==> config.mk <==
export PLATFORM = sky130hd
export DESIGN_NAME = alu_pipe_mdu
export DESIGN_NICKNAME = d
export VERILOG_FILES = /design/src/rtl/alu_pipe_mdu_pkg.sv /design/src/rtl/alu_pipe_mdu_iter_muldiv.sv /design/src/rtl/alu_pipe_mdu.sv
export SDC_FILE = /design/constraint.sdc
export NUM_CORES = 1
export LEC_CHECK = 0
export CAP_MARGIN = 20
export CORE_ASPECT_RATIO = 2
export CORE_MARGIN = 3
export CORE_UTILIZATION = 40
export DETAILED_ROUTE_END_ITERATION = 8
export PLACE_DENSITY = 0.62
export SETUP_SLACK_MARGIN = 0.2
export SLEW_MARGIN = 5
export SYNTH_ARGS = -nofsm -noshare
export SYNTH_HDL_FRONTEND = slang
export SYNTH_SLANG_ARGS = --single-unit
==> constraint.sdc <==
create_clock -name clk -period 4.7 [get_ports clk]
set_input_delay 0.94 -clock clk [delete_from_list [all_inputs] [get_ports clk]]
set_output_delay 0.94 -clock clk [all_outputs]
set_load 0.005 [all_outputs]
==> src/rtl/alu_pipe_mdu_pkg.sv <==
// Shared definitions for alu_pipe_mdu: op codes and handshake FSM states.
package alu_pipe_mdu_pkg;

  // Op codes 0-5 keep the legacy 3-bit ALU encoding; 13-15 are reserved.
  typedef enum logic [3:0] {
    OP_ADD  = 4'd0,
    OP_SUB  = 4'd1,
    OP_AND  = 4'd2,
    OP_OR   = 4'd3,
    OP_SRL  = 4'd4,
    OP_SRA  = 4'd5,
    OP_SLL  = 4'd6,
    OP_SLT  = 4'd7,
    OP_SLTU = 4'd8,
    OP_MUL  = 4'd9,
    OP_MULU = 4'd10,
    OP_DIV  = 4'd11,
    OP_DIVU = 4'd12
  } op_t;

  // Handshake FSM states, also exported on the debug port.
  typedef enum logic [1:0] {
    ST_IDLE = 2'd0,
    ST_BUSY = 2'd1,
    ST_DONE = 2'd2
  } state_t;

endpackage

==> src/rtl/alu_pipe_mdu_iter_muldiv.sv <==
// Iterative unsigned engine: shift-add multiply or restoring divide, one bit per cycle.
// hi/lo/dsr are shared: multiply uses {hi,lo} as product/multiplier with dsr as
// multiplicand; divide uses hi as partial remainder, lo as dividend/quotient, dsr as divisor.
// done is asserted during the last iteration and res_lo/res_hi carry that
// iteration's outcome, so the caller can register the final answer on the same edge.
module alu_pipe_mdu_iter_muldiv #(
  parameter int WIDTH = 32
) (
  input  logic             clk,
  input  logic             reset_n,
  input  logic             start,
  input  logic             is_div,
  input  logic [WIDTH-1:0] opa,
  input  logic [WIDTH-1:0] opb,
  output logic             done,
  output logic [WIDTH-1:0] res_lo,
  output logic [WIDTH-1:0] res_hi
);
  localparam int CW = $clog2(WIDTH);

  logic             running;
  logic             mode_div;
  logic [CW-1:0]    cnt;
  logic [WIDTH-1:0] hi, lo, dsr;
  logic [WIDTH:0]   mul_sum, trial, diff;
  logic [WIDTH-1:0] mul_hi, mul_lo, div_hi, div_lo;

  // One iteration of either algorithm, computed from the current registers.
  always_comb begin
    mul_sum = {1'b0, hi} + ({(WIDTH+1){lo[0]}} & {1'b0, dsr});
    mul_hi  = mul_sum[WIDTH:1];
    mul_lo  = {mul_sum[0], lo[WIDTH-1:1]};
    trial   = {hi, lo[WIDTH-1]};
    diff    = trial - {1'b0, dsr};
    div_hi  = diff[WIDTH] ? trial[WIDTH-1:0] : diff[WIDTH-1:0];
    div_lo  = {lo[WIDTH-2:0], ~diff[WIDTH]};
    res_lo  = mode_div ? div_lo : mul_lo;
    res_hi  = mode_div ? div_hi : mul_hi;
    done    = running && (cnt == CW'(WIDTH-1));
  end

  // Load operands on start, then step WIDTH times; reset aborts any iteration.
  always_ff @(posedge clk or negedge reset_n) begin
    if (!reset_n) begin
      running  <= 1'b0;
      mode_div <= 1'b0;
      cnt      <= '0;
      hi       <= '0;
      lo       <= '0;
      dsr      <= '0;
    end else if (start) begin
      running  <= 1'b1;
      mode_div <= is_div;
      cnt      <= '0;
      hi       <= '0;
      lo       <= opa;
      dsr      <= opb;
    end else if (running) begin
      hi  <= res_hi;
      lo  <= res_lo;
      cnt <= cnt + 1'b1;
      if (done) running <= 1'b0;
    end
  end

endmodule

==> src/rtl/alu_pipe_mdu.sv <==
// Sequential ALU with iterative multiply/divide behind valid/ready handshakes.
// Handshake: a transfer happens on a rising edge where valid && ready are both
// high; a producer holds its payload stable until then, ready may depend on
// the consumer's ready (in_ready follows out_ready while a result waits).
module alu_pipe_mdu
  import alu_pipe_mdu_pkg::*;
#(
  parameter  int WIDTH = 32,
  localparam int SHW   = $clog2(WIDTH)
) (
  input  logic             clk,
  input  logic             reset_n,
  input  logic             in_valid,
  output logic             in_ready,
  input  logic [3:0]       op,
  input  logic [WIDTH-1:0] a,
  input  logic [WIDTH-1:0] b,
  output logic             out_valid,
  input  logic             out_ready,
  output logic [WIDTH-1:0] result,
  output logic [WIDTH-1:0] result_hi,
  output logic             err,
  output state_t           dbg_state
);

  state_t             state, state_nx;
  logic               live;
  logic               accept, md_start, md_done;
  logic               is_md, is_div, is_sgn, div_zero, a_neg, b_neg;
  logic               alu_err;
  logic [SHW-1:0]     shamt;
  logic [WIDTH-1:0]   alu_res, a_mag, b_mag, md_lo, md_hi, q_fix, r_fix;
  logic [2*WIDTH-1:0] prod_fix;
  logic               lat_div, lat_neg_q, lat_neg_r;

  assign shamt     = b[SHW-1:0];
  assign accept    = in_valid && in_ready;
  assign md_start  = accept && is_md && !div_zero;
  assign in_ready  = live && ((state == ST_IDLE) || ((state == ST_DONE) && out_ready));
  assign out_valid = (state == ST_DONE);
  assign dbg_state = state;

  // Single-cycle ALU datapath; anything outside the op table is flagged.
  always_comb begin
    alu_res = '0;
    alu_err = 1'b0;
    case (op)
      OP_ADD:  alu_res = a + b;
      OP_SUB:  alu_res = a - b;
      OP_AND:  alu_res = a & b;
      OP_OR:   alu_res = a | b;
      OP_SRL:  alu_res = a >> shamt;
      OP_SRA:  alu_res = WIDTH'($signed(a) >>> shamt);
      OP_SLL:  alu_res = a << shamt;
      OP_SLT:  alu_res = {{(WIDTH-1){1'b0}}, ($signed(a) < $signed(b))};
      OP_SLTU: alu_res = {{(WIDTH-1){1'b0}}, (a < b)};
      OP_MUL, OP_MULU, OP_DIV, OP_DIVU: alu_res = '0;
      default: alu_err = 1'b1;
    endcase
  end

  // Multiply/divide decode and magnitude pre-processing for the unsigned engine.
  always_comb begin
    is_md  = 1'b0;
    is_div = 1'b0;
    is_sgn = 1'b0;
    case (op)
      OP_MUL:  begin is_md = 1'b1; is_sgn = 1'b1; end
      OP_MULU: begin is_md = 1'b1; end
      OP_DIV:  begin is_md = 1'b1; is_div = 1'b1; is_sgn = 1'b1; end
      OP_DIVU: begin is_md = 1'b1; is_div = 1'b1; end
      default: ;
    endcase
    div_zero = is_div && (b == '0);
    a_neg    = is_sgn && a[WIDTH-1];
    b_neg    = is_sgn && b[WIDTH-1];
    a_mag    = a_neg ? -a : a;
    b_mag    = b_neg ? -b : b;
  end

  // Sign post-processing: product/quotient negative when operand signs differ,
  // remainder follows the dividend. MIN / -1 falls out as quotient MIN, remainder 0.
  always_comb begin
    prod_fix = lat_neg_q ? -{md_hi, md_lo} : {md_hi, md_lo};
    q_fix    = lat_neg_q ? -md_lo : md_lo;
    r_fix    = lat_neg_r ? -md_hi : md_hi;
  end

  alu_pipe_mdu_iter_muldiv #(.WIDTH(WIDTH)) u_muldiv (
    .clk     (clk),
    .reset_n (reset_n),
    .start   (md_start),
    .is_div  (is_div),
    .opa     (a_mag),
    .opb     (b_mag),
    .done    (md_done),
    .res_lo  (md_lo),
    .res_hi  (md_hi)
  );

  // in_ready stays low through reset and rises one edge after release.
  always_ff @(posedge clk or negedge reset_n) begin
    if (!reset_n) live <= 1'b0;
    else          live <= 1'b1;
  end

  // Handshake FSM state register.
  always_ff @(posedge clk or negedge reset_n) begin
    if (!reset_n) state <= ST_IDLE;
    else          state <= state_nx;
  end

  // Next state: accepts from IDLE or from DONE (back-to-back) pick BUSY or DONE.
  always_comb begin
    state_nx = state;
    case (state)
      ST_IDLE, ST_DONE: begin
        if (accept)                                state_nx = md_start ? ST_BUSY : ST_DONE;
        else if ((state == ST_DONE) && out_ready)  state_nx = ST_IDLE;
      end
      ST_BUSY: if (md_done) state_nx = ST_DONE;
      default: state_nx = ST_IDLE;
    endcase
  end

  // Sign flags captured with the operands so later input changes are ignored.
  always_ff @(posedge clk or negedge reset_n) begin
    if (!reset_n) begin
      lat_div   <= 1'b0;
      lat_neg_q <= 1'b0;
      lat_neg_r <= 1'b0;
    end else if (md_start) begin
      lat_div   <= is_div;
      lat_neg_q <= a_neg ^ b_neg;
      lat_neg_r <= a_neg;
    end
  end

  // Output registers: immediate results on accept, engine results on completion.
  always_ff @(posedge clk or negedge reset_n) begin
    if (!reset_n) begin
      result    <= '0;
      result_hi <= '0;
      err       <= 1'b0;
    end else if ((state == ST_BUSY) && md_done) begin
      result    <= lat_div ? q_fix : prod_fix[WIDTH-1:0];
      result_hi <= lat_div ? r_fix : prod_fix[2*WIDTH-1:WIDTH];
      err       <= 1'b0;
    end else if (accept && !md_start) begin
      if (div_zero) begin
        result    <= '1;
        result_hi <= a;
        err       <= 1'b1;
      end else begin
        result    <= alu_res;
        result_hi <= '0;
        err       <= alu_err;
      end
    end
  end

endmodule

# After elaboration in Yosys (flattened, before gate mapping)
# Index checks and enable logic that the tools add are counted.
[totals]
ff_bits = 173
inputBits = 72
output_inout_bits = 69
word_cells = 113
[classes]
add_sub_neg = 10
order_cmp = 2
eq_ne = 17
n_shift = 3
n_mux = 38
bitwise = 5
reduce_logical = 25
[ops]
columns = ["op", "count"]
rows = [
  ["32-bit two-way mux", 19],
  ["32-bit case mux with 9 select lines", 1],
  ["32-bit negator", 4],
  ["32-bit < comparator", 2],
  ["64-bit two-way mux", 1],
  ["64-bit negator", 1],
  ["32-bit by 33-bit adder with 33-bit output", 1],
  ["33-bit by 32-bit bitwise AND with 33-bit output", 1],
  ["33-bit by 32-bit subtractor with 33-bit output", 1],
  ["32-bit adder", 1],
  ["32-bit bitwise AND", 1],
  ["32-bit zero test", 1],
  ["32-bit bitwise OR", 1],
  ["32-bit by 5-bit << shifter with 32-bit output", 1],
  ["32-bit by 5-bit >> shifter with 32-bit output", 1],
  ["32-bit by 5-bit >>> shifter with 32-bit output", 1],
  ["32-bit subtractor", 1],
  ["4-bit == test (second input constant)", 5],
  ["4-bit by 3-bit == test with 1-bit output (second input constant)", 4],
  ["13-bit OR reduction", 1],
  ["1-bit logical AND", 11],
  ["1-bit two-way mux", 10],
  ["5-bit two-way mux", 2],
  ["4-bit by 2-bit == test with 1-bit output (second input constant)", 2],
  ["other kinds (19)", 26],
]

# Longest topological paths before layout
# Gate-level depths: netlist of the first run.
[depth]
depth_word = 11
depth_mapped = 23
depth_no_buf = 23

# Cells and area by module
# From an unflattened synthesis of the first run, not the netlist that was laid out.
[hier_totals]
cells_unflattened = 3073
hier_area_um2 = 23438.7
[by_module_without_submodules]
columns = ["module", "n_inst", "cells_per_inst", "area_each_um2", "seq_area_each_um2"]
rows = [
  ["alu_pipe_mdu", 1, 1973, 14355.0, 1776.7],
  ["alu_pipe_mdu_iter_muldiv", 1, 1100, 9083.7, 2577.5],
]

# Worst setup path after synthesis of the first run
# Ideal clock, no wire load.
[synth_path]
kind = "input port to flip-flop"
start = "input b[2]"
end = "register result[0]"
setup_ns = 0.137
arrival_ns = 4.966
required_ns = 4.563
path_slack_ns = -0.403
cell_stages = 19
path_buffers = 4
cell_sequence = "clkbuf_1 > inv_1 > clkbuf_1 > clkbuf_1 > buf_1 > ha_1 > nand2b_1 > a21oi_1 > o21ai_0 > a21oi_1 > o211ai_1 > a2111oi_0 > o31ai_1 > a21oi_1 > o21ai_0 > a21oi_1 > nor2_1 > nor4_1 > a211oi_1"
[synth_between]
elab_chain_len = 7
word_cells_on_any_way = 16
classes_between = "order compare (2); shift (3); mux (4); reduce/logical (7)"
[synth_rtl]
columns = ["element", "line_no", "source"]
rows = [
  ["start: declaration", "alu_pipe_mdu.sv:17", "input logic [WIDTH-1:0] b,"],
  ["parallel branches: the longest is 7 deep, another holds 32-bit < comparator", "-", ""],
  ["end signal: assignment", "alu_pipe_mdu.sv:146", "result <= lat_div ? q_fix : prod_fix[WIDTH-1:0];"],
  ["end signal: assignment", "alu_pipe_mdu.sv:155", "result <= alu_res;"],
  ["end: declaration", "alu_pipe_mdu.sv:20", "output logic [WIDTH-1:0] result,"],
]
# Parallel ways; which one is timed is not known. The select of a mux whose other input is x is not followed.
# A chain may end at the register's enable or synchronous reset.

# Final worst setup path of the first run
[layout_path]
start = "register u_muldiv.dsr[0]"
end = "register result_hi[27]"
[layout_between]
elab_chain_len = 7
word_cells_on_any_way = 13
classes_between = "add/sub (4); mux (7); bitwise (2)"
[layout_rtl]
columns = ["element", "line_no", "source"]
rows = [
  ["start: declaration", "alu_pipe_mdu_iter_muldiv.sv:24", "logic [WIDTH-1:0] hi, lo, dsr;"],
  ["start signal: assignment", "alu_pipe_mdu_iter_muldiv.sv:57", "dsr <= opb;"],
  ["33-bit by 32-bit bitwise AND with 33-bit output / 33-bit by 32-bit subtractor with 33-bit output (equally long branches)", "alu_pipe_mdu_iter_muldiv.sv:30, alu_pipe_mdu_iter_muldiv.sv:34", ""],
  ["32-bit by 33-bit adder with 33-bit output (tied with other cells)", "alu_pipe_mdu_iter_muldiv.sv:30", "mul_sum = {1'b0, hi} + ({(WIDTH+1){lo[0]}} & {1'b0, dsr});"],
  ["32-bit two-way mux, on equally long branches", "alu_pipe_mdu_iter_muldiv.sv:37, alu_pipe_mdu_iter_muldiv.sv:38", ""],
  ["64-bit negator / 32-bit negator (equally long branches)", "alu_pipe_mdu.sv:84, alu_pipe_mdu.sv:86", ""],
  ["64-bit two-way mux / 32-bit two-way mux (equally long branches)", "alu_pipe_mdu.sv:84, alu_pipe_mdu.sv:86", ""],
  ["32-bit two-way mux (*)", "alu_pipe_mdu.sv:147", "result_hi <= lat_div ? r_fix : prod_fix[2*WIDTH-1:WIDTH];"],
  ["32-bit two-way mux (*)", "alu_pipe_mdu.sv:145", "end else if ((state == ST_BUSY) && md_done) begin"],
  ["end signal: assignment", "alu_pipe_mdu.sv:147", ""],
  ["end: declaration", "alu_pipe_mdu.sv:21", "output logic [WIDTH-1:0] result_hi,"],
]
# Mark *: on every way between the ends. The rest lies on a longest branch, timed or not.

==> results.json, run 1 <==
{
  "grt_pass1_wl_um": 200000,
  "max_stage_delay_ns": 0.45,
  "cts_sinks": 173,
  "cp_max_fo": 6,
  "start_util": 0.405,
  "ant_nets": 0,
  "routedWlPerCell_um": 31.7,
  "ys_seq_area_frac": 0.189,
  "holdBufCountCts": 0,
  "synthesis.area_sq_um": 22900,
  "ys_ff_latch": 173,
  "worst_slack_ns": -0.221,
  "drc": 0,
  "drive_above_1_share": 0.246,
  "synth_area_per_cell_sq_um": 7.30,
  "cp_slowest_cell": "a2111oi_4",
  "gr-usage-all-layers": 0.459,
  "rsz0062_at_grt": "yes",
  "outcome": "complete, but fails checks",
  "worstPathCellList": "ha_4 -> fa_2 -> nand2b_4 -> a21o_4 -> a211o_1 -> a31oi_4 -> o211a_1 -> buf_4 -> buf_8 -> nor3_4 -> buf_4 -> buf_12 -> a311o_1 -> a2111oi_4 -> buf_4 -> buf_4 -> nand4_1 -> o31ai_4 -> buf_4 -> xnor2_2 -> a21oi_1",
  "yosysWarningCount": 0,
  "violations": "negative setup slack",
  "synth_cells": 3138,
  "ir_drop_mv": 0.412,
  "gpl.final_weighted_congestion": 1.12,
  "synth-compound-area-share": 0.297,
  "final-setup-viol-count": 20,
  "async_flop_share": 1.00,
  "area_delta_synth_final_pct": 36.9,
  "worst_hold_path_type": "in2async",
  "p_leak_nw": 13.7,
  "worstPathRequired_ns": 5.05,
  "hpwl_um": 115000,
  "setup_tns_ns": -2.44,
  "cts-buffers-inserted": 17,
  "synthAdderAreaFrac": 0.0947,
  "hold_viol_final": 0,
  "routed_wl_um": 144000,
  "drv_slew": 0,
  "rows": 123,
  "hold_ws_ns": 0.472,
  "period_share": 1.05,
  "rrSetupSlack_ns": -0.22,
  "met3WireLength_um": 10200,
  "topRoutingLayerUsed": "met5",
  "period_minus_slack_ns": 4.92,
  "die_h_um": 344,
  "clock_latency_ns": 0.50,
  "path_clk_slew_ns": 0.08,
  "powerDensity_nw_per_um2": 734,
  "nets": 4007,
  "grt_pass1_vias": 29544,
  "vias": 29460,
  "pre_cts_slack_ns": -0.535,
  "routed_via_density": 6.50,
  "cap_violations": 0,
  "io_pins": 141,
  "htreeDepth": 4,
  "path_class": "reg2reg",
  "fmax_mhz": 203,
  "synthSimpleGateAreaFrac": 0.215,
  "drt_iter0_markers": 2819,
  "synthFlopType": "dfrtp_1",
  "timing.rr.start": "u_muldiv.dsr[0]$_DFFE_PN0P_",
  "antenna_found_initial": 11,
  "slew_headroom": 0.317,
  "finalInstanceArea_sq_um": 31300,
  "firstDrtPassIters": 9,
  "skew_ns": 0.0243,
  "worstMarginPinSlew_ns": 1.02,
  "synth.area.mux_share": 0.0696,
  "crit_arrival_ns": 5.27,
  "syn_nets": 3381,
  "die_area_sq_um": 60300,
  "port_buffers": 140,
  "synth_xor_xnor_area_share": 0.0730,
  "synth_top_family_by_area": "compound AO/OA/AOI/OAI gates",
  "crit-reg2reg-capture": "result_hi[27]$_DFFE_PN0P_",
  "root_buffer": "clkbuf_16",
  "synth_edf_count": 0,
  "die_width_um": 175,
  "core-area_sq_um": 56500,
  "grt_start_max_net_pins": 78,
  "ys_types": 90,
  "path_common_cell": "buf_4",
  "cts_tree": "done",
  "clock_path_buffers": 2,
  "place_area_sq_um": 29400,
  "crit_path_end_kind": "flip-flop",
  "overflow": 0,
  "wl_met2_um": 68400,
  "cp-start-kind": "flip-flop",
  "drt-met1-wl_um": 43000,
  "reg2reg_depth": 21,
  "p_total_w": 0.0230,
  "nFillCells": 5469
}
==> what timing repair did <==
action                                 CTS  global route
setup endpoints to repair               30            46
endpoints found under the hold margin    0             0
resized for setup                      102           105
gates cloned                             0             0
setup buffers                           23            19
pin swaps                               48            70
==> registers in the layout, summed over array words and instances, names as in the netlist <==
signal / cells
err: 1
live: 1
lat_neg_r: 1
u_muldiv.running: 1
u_muldiv.hi: 32
result: 32
dbg_state: 2
u_muldiv.mode_div: 1
u_muldiv.lo: 32
u_muldiv.cnt: 5
lat_neg_q: 1
result_hi: 32
u_muldiv.dsr: 32
==> cell families after synthesis <==
group | after synthesis
flops | 173
mux | 139
simple gates | 1045
compound gates | 1050
buf+inv | 368
xor+xnor | 191
other cells | 1
fa+ha+maj | 171
==> cells in the mapped netlist (14+ instances only) <==
master     instances  area share
a21oi_1          232       0.051
o21a_1            16      0.0052
nor2_1           331       0.054
mux2i_1          113       0.049
nand2b_1          25      0.0068
o21bai_1          26      0.0085
nor3b_1           14      0.0046
xor2_1            44       0.017
a22oi_1           20      0.0066
nand3_1           65       0.014
nor3_1            80       0.017
o21ai_0          289       0.063
o221ai_1          14      0.0054
ha_1             167       0.091
a221oi_1          27       0.010
and2_1            47       0.013
and3_1            17      0.0046
buf_2             17      0.0037
a21o_1            47       0.015
mux4_2            15       0.015
a31oi_1           50       0.014
xnor2_1          147       0.056
nor2b_1           21      0.0057
o211ai_1          69       0.023
buf_1             30      0.0049
inv_1            153       0.025
clkbuf_1         165       0.027
nor4_1            31      0.0085
nand4_1           33      0.0090
a211oi_1          51       0.017
o31ai_1           33       0.011
or3_1             31      0.0085
o2111ai_1         14      0.0054
dfrtp_1          173        0.19
o22ai_1           22      0.0060
a211o_1           17      0.0065
nand2_1          294       0.048
==> how the worst max path moves through the flow <==
stage	slack, ns	endpoint	from	cells after the start
after detailed placement	-0.54	result_hi[27]$_DFFE_PN0P_	u_muldiv.lo[0]$_DFFE_PN0P_	18
final	-0.22	result_hi[27]$_DFFE_PN0P_	u_muldiv.dsr[0]$_DFFE_PN0P_	21
after global routing	-0.48	result_hi[30]$_DFFE_PN0P_	u_muldiv.dsr[0]$_DFFE_PN0P_	26
after global placement	-0.51	result_hi[27]$_DFFE_PN0P_	u_muldiv.lo[0]$_DFFE_PN0P_	18
after CTS	-0.14	result_hi[23]$_DFFE_PN0P_	u_muldiv.dsr[0]$_DFFE_PN0P_	16
after floorplan	0.21	result_hi[24]$_DFFE_PN0P_	u_muldiv.lo[31]$_DFFE_PN0P_	18
==> critical path, delay by kind of cell, from the launching register on <==
family	cells	cell delay [ns]
XOR/XNOR	1	0.11
adder cells (fa/ha/maj)	2	0.52
AND/OR/NAND/NOR	3	0.43
flip-flops	1	0.42
AO/OA/AOI/OAI	8	2.32
buffers and inverters	7	0.99
==> placed cells by master, fill, tap and decap left out, drive strengths merged, types with 14 or more instances in the layout <==
cell type	synthesis	layout
a211o	17	17
inv	153	160
nand4	33	33
or3	31	31
mux4	15	15
ha	167	167
nor2	331	331
nand2	294	294
buf	47	685
dfrtp	173	173
nor3b	14	14
and2	47	47
o211ai	69	69
clkbuf	165	21
xor2	44	44
nand2b	25	25
nand3	65	65
o21ai	292	292
a211oi	51	51
nor4	31	31
o2111ai	14	14
and3	18	18
a31oi	51	51
o21a	16	16
nor3	81	81
a311oi	15	15
clkdlybuf4s50	0	133
o221ai	14	14
a221oi	27	27
mux2i	113	113
nor2b	21	21
o22ai	22	22
a21oi	233	233
a2111oi	14	14
xnor2	147	147
a22oi	20	20
o31ai	33	33
o21bai	26	26
a21o	48	48
==> metrics by stage <==
stage          std cells  utilization
2_1_floorplan       3138            -
3_3_place_gp        4452        0.520
3_5_place_dp        4452        0.520
4_1_cts             4507        0.543
5_1_grt             4530        0.555
6_report            4534        0.555
==> layer usage <==
metal  global-route usage  vias up
met5                    0        -
met4                0.543       12
met3               0.0957      881
met2                0.788     1753
met1                0.413    14058
li1                     -    12756
==> report_power, final <==
group          total, W  leakage [nW]  switching (W)  internal [W]
Sequential      0.00287          2.09       0.000745       0.00213
Combinational    0.0185          11.3         0.0104       0.00808
Clock           0.00161         0.300       0.000743      0.000867
Total            0.0230          13.7         0.0119        0.0111
==> final cells by class <==
cell class / count / area, sq um / area share
Sequential cell: 173 / 4340 / 0.138
Inverter: 156 / 586 / 0.0187
Clock inverter: 12 / 173 / 0.00551
Antenna cell: 7 / 17.5 / 0.000559
Timing Repair Buffer: 819 / 6660 / 0.213
Multi-Input combinational cell: 2597 / 18200 / 0.580
Tap cell: 750 / 938 / 0.0299
Clock buffer: 20 / 447 / 0.0143
Note: power is estimated with default switching activity, not from simulation.
==> inputs of run 2 (changes only) <==
Settings changed: ABC_CLOCK_PERIOD_IN_PS from default to 4700, CAP_MARGIN 20 to default, CTS_CLUSTER_SIZE from default to 20.
==> run 2 against run 1 <==
The run ends with max-capacitance violations, max-slew violations, negative setup slack left. Design area barely moved. Wire length rose by 0.11%. Die area is the same. Fmax down 0.17%. First-iteration DRC count increased by 0.67%. Sequential power about the same. Core utilization hardly changed. Critical endpoint unchanged. Largest power group unchanged.
==> results.json, run 2 (synthesized netlist as in run 1, its figures left out) <==
{
  "gr-usage-all-layers": 0.459,
  "setup_tns_ns": -2.77,
  "ir_drop_mv": 0.413,
  "path_clk_slew_ns": 0.08,
  "outcome": "complete, but fails checks",
  "die_h_um": 344,
  "firstDrtPassIters": 6,
  "routedWlPerCell_um": 31.7,
  "grt_pass1_wl_um": 200000,
  "utilization": 0.555,
  "worst_hold_path_type": "in2async",
  "slew_headroom": -0.00176,
  "drc": 0,
  "grt_start_max_net_pins": 78,
  "worst_slack_ns": -0.230,
  "htreeDepth": 4,
  "overflow": 0,
  "worstMarginPinSlew_ns": 1.49,
  "cap_violations": 1,
  "grt_pass1_vias": 29544,
  "rows": 123,
  "cp_max_fo": 6,
  "violations": "max-capacitance violations, max-slew violations, negative setup slack",
  "period_minus_slack_ns": 4.93,
  "drv_slew": 1,
  "routed_via_density": 6.47,
  "rsz0062_at_grt": "yes",
  "clock_path_buffers": 2,
  "pre_cts_slack_ns": -0.535,
  "die_width_um": 175,
  "layout_common_cells": "buf_4 (655), nor2_1 (325), nand2_1 (283), o21ai_0 (265), a21oi_1 (223)",
  "fmax_mhz": 203,
  "skew_ns": 0.0191,
  "final-setup-viol-count": 20,
  "cts-buffers-inserted": 17,
  "mostFrequentLayoutCell": "buf_4",
  "crit_path_end_kind": "flip-flop",
  "worstPathRequired_ns": 5.05,
  "p_total_w": 0.0230,
  "core-area_sq_um": 56500,
  "drive_above_1_share": 0.245,
  "period_share": 1.05,
  "p_leak_nw": 13.7,
  "path_class": "reg2reg",
  "drt_iter0_markers": 2838,
  "cp-start-kind": "flip-flop",
  "root_buffer": "clkbuf_16",
  "vias": 29328,
  "reg2reg_depth": 21,
  "clock_latency_ns": 0.49,
  "start_util": 0.405,
  "gpl.final_weighted_congestion": 1.12,
  "antenna_found_initial": 11,
  "cts_tree": "done",
  "hpwl_um": 115000,
  "io_pins": 141,
  "cts_sinks": 173,
  "crit_arrival_ns": 5.28,
  "die_area_sq_um": 60300,
  "ant_nets": 0,
  "port_buffers": 140,
  "routed_wl_um": 144000,
  "powerDensity_nw_per_um2": 734,
  "area_delta_synth_final_pct": 36.8,
  "hold_viol_final": 0,
  "nets": 4006
}
-- run 2: cell count changes in the layout (fill, tap and decap cells not counted), sizes merged --
cell and change:
buf -1, diode -1
-- run 2: timing repair --
item | CTS | global route
hold buffers | 0 | 0
buffers inserted | 23 | 19
pin swaps | 48 | 70
setup endpoints to repair | 30 | 46
resized for setup | 102 | 105
-- run 2: power breakdown --
part           internal, W  switching, W
sequential         0.00213      0.000744
clock             0.000867      0.000744
combinational      0.00808        0.0104
total               0.0111        0.0119
-- run 2: worst paths after layout --
check                                            start                           end  slack (ns)
setup / recovery           u_muldiv.dsr[0]$_DFFE_PN0P_     result_hi[27]$_DFFE_PN0P_       -0.23
hold / removal                                 reset_n    u_muldiv.lo[5]$_DFFE_PN0P_        0.47
setup reg to reg           u_muldiv.dsr[0]$_DFFE_PN0P_     result_hi[27]$_DFFE_PN0P_       -0.23
hold reg to reg                        err$_DFFE_PN0P_               err$_DFFE_PN0P_        0.52
max in group asynchronous                      reset_n  u_muldiv.dsr[31]$_DFFE_PN0P_        3.18
min in group clk                       err$_DFFE_PN0P_               err$_DFFE_PN0P_        0.52
-- run 2: worst max-delay path, cell delays in order, from the launching register on --
cell       delay, ns
dfrtp_1         0.42
ha_4            0.18
fa_2            0.34
nand2b_4        0.15
a21o_4          0.22
a211o_1         0.31
a31oi_4         0.23
o211a_1         0.22
buf_4           0.13
buf_8           0.11
nor3_4          0.04
buf_4           0.15
buf_12          0.14
a311o_1         0.38
a2111oi_4       0.46
buf_4           0.19
buf_4           0.10
nand4_1         0.24
o31ai_4         0.41
buf_4           0.18
xnor2_2         0.12
a21oi_1         0.09
-- run 2: cell type report --
| class | instances | area [sq um] |
|---|---|---|
| fill | 5467 | 25200 |
| sequential | 173 | 4340 |
| clock inverter | 12 | 173 |
| clock buffer | 20 | 447 |
| multi-input combinational | 2597 | 18200 |
| inverter | 156 | 586 |
| timing repair buffer | 818 | 6650 |
| antenna | 6 | 15.0 |
| tap | 750 | 938 |
-- run 2: metal layers --
| layer | part of all wire | GRT usage | vias to the layer above |
|---|---|---|---|
| li1 | - | - | 12746 |
| met3 | 0.071 | 0.0957 | 844 |
| met1 | 0.30 | 0.413 | 14000 |
| met5 | 0.00049 | 0 | - |
| met4 | 0.15 | 0.543 | 12 |
| met2 | 0.48 | 0.788 | 1726 |
-- run 2: per-stage QoR --
| step | hold WS [ns] | std cells | instance area, sq um |
|---|---|---|---|
| floorplan | 0.463 | 3138 | 23000 |
| global placement | 0.496 | 4452 | 29400 |
| detailed placement | 0.500 | 4452 | 29400 |
| CTS | 0.509 | 4507 | 30700 |
| global route | 0.530 | 4529 | 31300 |
| finish | 0.471 | 4532 | 31300 |
